**src/rtl/scroll_move_pacer.sv**
```systemverilog
// Obstacle step pacer. A synchronized vsync frame tick drives a RUN/IDLE/HIT FSM that emits move strobes.
// It also tracks collisions and obstacle wrap-arounds. Define SCROLL_PACER_AUTOSPEED_EN to add automatic speed-up on every 8th wrap.
module scroll_move_pacer (
  input  logic       clk,
  input  logic       reset,
  input  logic       vsync,
  input  logic       enable,
  input  logic       speed_up,
  input  logic       clear_hit,
  input  logic [9:0] h_pos,
  input  logic [9:0] player_x,
  input  logic       player_in_lane,
  output logic       move,
  output logic [1:0] speed,
  output logic       hit,
  output logic [7:0] wrap_cnt
);

  typedef enum logic [1:0] {S_IDLE, S_RUN, S_HIT} state_t;

  state_t      r_state;
  state_t      w_next;
  logic        r_vs_meta;
  logic        r_vs_sync;
  logic        r_vs_prev;
  logic [1:0]  r_fcnt;
  logic [1:0]  r_term;
  logic        r_move;
  logic [1:0]  r_speed;
  logic [7:0]  r_wrap_cnt;
  logic [9:0]  r_h_prev;

  logic        w_tick;
  logic [10:0] w_player_right;
  logic [10:0] w_obst_right;
  logic        w_collide;
  logic        w_due;
  logic        w_wrap_inc;
  logic        w_auto_inc;
  logic        w_speed_inc;

  assign w_tick = r_vs_sync & ~r_vs_prev;

  // Edges widened to 11 bits so obstacles near x=1023 do not wrap to the left.
  assign w_player_right = {1'b0, player_x} + 11'd16;
  assign w_obst_right   = {1'b0, h_pos} + 11'd32;
  assign w_collide = (r_state == S_RUN) && player_in_lane &&
                     ({1'b0, h_pos} < w_player_right) &&
                     ({1'b0, player_x} < w_obst_right);

  assign w_due = (r_state == S_RUN) && w_tick && (r_fcnt == r_term);

  assign w_wrap_inc = (r_h_prev < 10'd16) && (h_pos == 10'd640) && (r_wrap_cnt != 8'hFF);

`ifdef SCROLL_PACER_AUTOSPEED_EN
  // The count is about to reach a multiple of 8 when its low bits are 7.
  assign w_auto_inc = w_wrap_inc && (r_wrap_cnt[2:0] == 3'd7);
`else
  assign w_auto_inc = 1'b0;
`endif

  assign w_speed_inc = speed_up | w_auto_inc;

  // NOTE: every variable gets a default before the case so no latch is inferred.
  always_comb begin
    w_next = r_state;
    case (r_state)
      S_IDLE: if (enable) w_next = S_RUN;
      S_RUN: begin
        if (w_collide)    w_next = S_HIT;
        else if (!enable) w_next = S_IDLE;
      end
      S_HIT:  if (clear_hit) w_next = S_IDLE;
      default: w_next = S_IDLE;
    endcase
  end

  // NOTE: sequential state uses non-blocking assignments so all flops update from pre-edge values.
  always_ff @(posedge clk or posedge reset) begin
    if (reset) begin
      r_state    <= S_IDLE;
      r_vs_meta  <= 1'b0;
      r_vs_sync  <= 1'b0;
      r_vs_prev  <= 1'b0;
      r_move     <= 1'b0;
      r_speed    <= 2'd0;
      r_wrap_cnt <= 8'd0;
      r_h_prev   <= 10'd0;
    end else begin
      r_state    <= w_next;
      r_vs_meta  <= vsync;
      r_vs_sync  <= r_vs_meta;
      r_vs_prev  <= r_vs_sync;
      r_move     <= w_due && (w_next == S_RUN);
      r_h_prev   <= h_pos;
      if (w_wrap_inc)                     r_wrap_cnt <= r_wrap_cnt + 8'd1;
      if (w_speed_inc && r_speed != 2'd3) r_speed    <= r_speed + 2'd1;
    end
  end

  // Terminal count is latched at each clear, so a speed change waits for the next period.
  always_ff @(posedge clk or posedge reset) begin
    if (reset) begin
      r_fcnt <= 2'd0;
      r_term <= 2'd3;
    end else if (r_state != S_RUN) begin
      r_fcnt <= 2'd0;
      r_term <= 2'd3 - r_speed;
    end else if (w_tick) begin
      if (r_fcnt == r_term) begin
        r_fcnt <= 2'd0;
        r_term <= 2'd3 - r_speed;
      end else begin
        r_fcnt <= r_fcnt + 2'd1;
      end
    end
  end

  assign move     = r_move;
  assign speed    = r_speed;
  assign hit      = (r_state == S_HIT);
  assign wrap_cnt = r_wrap_cnt;

endmodule
```
**config.mk**
```make
export PLATFORM = sky130hd
export DESIGN_NAME = scroll_move_pacer
export DESIGN_NICKNAME = d
export VERILOG_FILES = /design/src/rtl/scroll_move_pacer.sv
export SDC_FILE = /design/constraint.sdc
export NUM_CORES = 1
export LEC_CHECK = 0
export BUFFER_PORTS_ARGS = -buffer_cell sky130_fd_sc_hd__buf_4
export CAP_MARGIN = 15
export CORE_UTILIZATION = 48
export CTS_BUF_LIST = sky130_fd_sc_hd__clkbuf_16
export CTS_CLUSTER_DIAMETER = 30
export DETAILED_ROUTE_END_ITERATION = 10
export PLACE_DENSITY = 0.83
export SKIP_CTS_REPAIR_TIMING = 1
export SYNTH_ARGS = -nofsm -noshare
export SYNTH_HDL_FRONTEND = slang
export SYNTH_SLANG_ARGS = --single-unit
export TNS_END_PERCENT = 10
```
**constraint.sdc**
```tcl
create_clock -name clk -period 1.55 [get_ports clk]
set_input_delay 0.31 -clock clk [delete_from_list [all_inputs] [get_ports clk]]
set_output_delay 0.31 -clock clk [all_outputs]
set_load 0.005 [all_outputs]
```
==> results.txt <==
Least-Margin Pin Slew -> 0.477 ns
Die footprint -> 3590 µm²
Worst r2r path cells -> 4
Slew Limit Fails -> 0
All-Layer GR Usage -> 0.246
H-Tree Depth -> 1
WS Path Type -> input port to register
Leakage -> 0.00113 µW
Final instance area -> 2320 µm²
Crit. End Element -> register
Critical path's largest stage delay -> 0.38 ns
Chip height -> 59.9 µm
Critical path's top delay family -> compound AO/OA/AOI/OAI gates
Initial antenna violation count -> 0
Vias -> 1366
Compound-Gate Fraction of Synth Area -> 0.0815
R2R Path Start -> r_h_prev[7]$_DFF_PP0_
Via/cell ratio -> 5.23
Largest family of logic cells by synthesized area -> simple AND/OR/NAND/NOR gates
Crit path DAT -> 2.15 ns
CTS tree -> built
Mux cell area share after synthesis -> 0.0140
Endpoints failing setup -> 6
Failing checks -> setup timing
Xor and xnor area share after synthesis -> 0.103
#FFs+latches synth -> 26
Largest net degree at the start of global routing -> 15
Sequential-to-total area share from yosys stat -> 0.405
Synthesized area -> 1610 µm²
Mean Syn Cell Area -> 10.7 µm²
1st-iter DRT viols -> 53
Row count -> 20
Async SR Flop Fraction -> 1.00
Layout area overhead -> 43.8%
RSZ-0062 raised after global routing -> true
Reg-to-Reg End -> wrap_cnt[1]$_DFFE_PP0P_
Synth Area in Simple Gates -> 0.197
Setup WS post-layout -> -0.459 ns
DRT Pass-1 Iters -> 4
First-pass GRT wire length -> 6370 µm
Pre-CTS setup slack -> -0.646 ns
WL/cell -> 14.5 µm
Top Ports -> 39
Share of cells above drive strength 1 -> 0.401
Post-DP HPWL -> 2940 µm
CP max FO -> 3
Cells after Synth -> 151
ANT cells -> 0
Skew final -> 0.00267 ns
Synth Flop Type -> dfrtp_1
Max clock buf depth -> 2
Slowest CP cell -> a311oi_2
Peak VDD IR -> 0.000452 V
PortBufs -> 38
Effective utilization at floorplan -> 0.515
Worst R2R Setup Slack -> -0.06 ns
Critical path launch point -> player_x[5]
Cell chain of the critical path -> buf_8 > ha_4 > and3_4 > xnor2_2 > ha_1 > a21oi_2 > nor2b_4 > o21ai_1 > nand4_1 > a311oi_2 > nor3b_1
Grt ovf -> 0
Required time worst endpoint -> 1.69 ns
Final Hold Viols -> 0
Ys Warns -> 0
Clock buffer count from CTS -> 3
Worst hold path type -> input port to asynchronous set/reset pin
WP buf/inv -> 1
Drc violations -> 0
Root buffer cell -> clkbuf_16
WL final -> 3780 µm
Max-Cap Viols -> 0
CP Launch Type -> input port
Skew-Pair Late Insertion Delay -> 0.26 ns
Fmax -> 498 MHz
Adder-cell share of the synthesized area -> 0.171
Placed Area -> 2160 µm²
Post-route ant nets -> 0
Clock slew seen by the registers of the worst setup and hold paths -> 0.06 ns
PwrDens -> 835 nW/µm²
Slew HR -> 0.682
Status -> finished, violations left
Total Nets Final -> 267
Total power -> 1930 µW
Vias in the first global route -> 1504
Post-synth cell types -> 34
Clock net sink count -> 26
EDFF count, synth -> 0
Mapped Nets -> 200
Total core area -> 3130 µm²
Chip width -> 59.9 µm
Tmin final -> 2.01 ns
Crit share post-route -> 1.30
RD Place Congestion -> 0.821
-- final cells by class --
class / count / area, µm²
Fill cell: 226 / 811
Multi-Input combinational cell: 113 / 988
Timing Repair Buffer: 62 / 497
Clock inverter: 1 / 3.75
Clock buffer: 3 / 75.1
Sequential cell: 26 / 653
Inverter: 12 / 45.0
Tap cell: 44 / 55.1
-- Yosys cell counts, drive strengths merged, types with 2 or more instances --
cell | instances | area (µm²)
nand3 | 10 | 55.1
nor2b | 7 | 43.8
nand4 | 5 | 31.3
o21ai | 3 | 15.0
inv | 12 | 45.0
mux2 | 2 | 22.5
nor2 | 9 | 36.3
and3 | 4 | 26.3
nor4 | 3 | 46.3
a211oi | 2 | 15.0
dfstp | 2 | 52.6
dfrtp | 24 | 601
ha | 22 | 275
nand2b | 2 | 12.5
a21oi | 7 | 35.0
xnor2 | 11 | 96.3
xor2 | 8 | 70.1
nand2 | 7 | 26.3
-- worst max path at each step --
stage,end,slack [ns],cells past startpoint
finish,r_state[0]$_DFF_PP0_,-0.46,11
global route,move$_DFF_PP0_,-0.55,11
CTS,move$_DFF_PP0_,-0.40,11
detailed placement,move$_DFF_PP0_,-0.65,11
global placement,r_state[0]$_DFF_PP0_,-0.53,11
floorplan,r_state[0]$_DFF_PP0_,-0.32,10
-- metrics by stage --
stage | instances | setup TNS [ns] | hold slack [ns] | utilization
6_report | 261 | -1.51 | 0.0622 | 0.741
5_1_grt | 261 | -2.48 | 0.114 | 0.741
4_1_cts | 259 | -1.38 | 0.0754 | 0.716
3_5_place_dp | 255 | -3.85 | 0.341 | 0.691
3_3_place_gp | 255 | -3.13 | 0.329 | 0.691
2_1_floorplan | 151 | -0.893 | 0.331 | -
-- worst reg2reg max path, delay by kind of cell, from the launching register on --
| kind | cells | cell delay, ns |
|---|---|---|
| flip-flops | 1 | 0.38 |
| AO/OA/AOI/OAI | 1 | 0.32 |
| AND/OR/NAND/NOR | 2 | 0.43 |
| multiplexers | 1 | 0.37 |
-- power by group --
group	total [µW]	internal, µW	switching (µW)
Sequential	842	775	66.4
Combinational	515	285	231
Clock	578	346	232
Total	1930	1410	529
-- sequential cells by signal (all words and copies together) (netlist names) --
name and count:
move 1, r_fcnt 2, r_h_prev 6, r_state 2, r_term 2, r_vs_meta 1
r_vs_prev 1, r_vs_sync 1, speed 2, wrap_cnt 8
-- layout by cell type (no fill, tap or decap), types with 2 or more instances in the layout --
master and n:
nand2_1 7, clkbuf_16 3, dfstp_2 2, xnor2_1 10, and3_4 2, inv_1 12
mux2_2 2, a211oi_1 2, nand4_1 5, nor4_2 2, nor2_2 2, buf_6 3
dfrtp_1 24, xor2_1 7, nor2b_1 6, nand3_1 8, nor2_1 7, ha_1 21
a21oi_1 6, nand2b_1 2, buf_4 57, o21ai_1 2
-- cell families after synthesis --
group	after synthesis
DFF	26
adders and majority gates	22
AOI/OAI and AO/OA	18
and+or+nand+nor	52
xor gates and xnor gates	19
buffers and inverters	12
muxes	2
-- per-layer routing --
metal  track usage  vias up  wire length [µm]
li1              -      664                 -
met1         0.241      654              1450
met2         0.483       37              2100
met3        0.0325       11               102
met4         0.143        0               124
met5             0        -                 0
No activity file was read; power rests on OpenSTA's default activity.
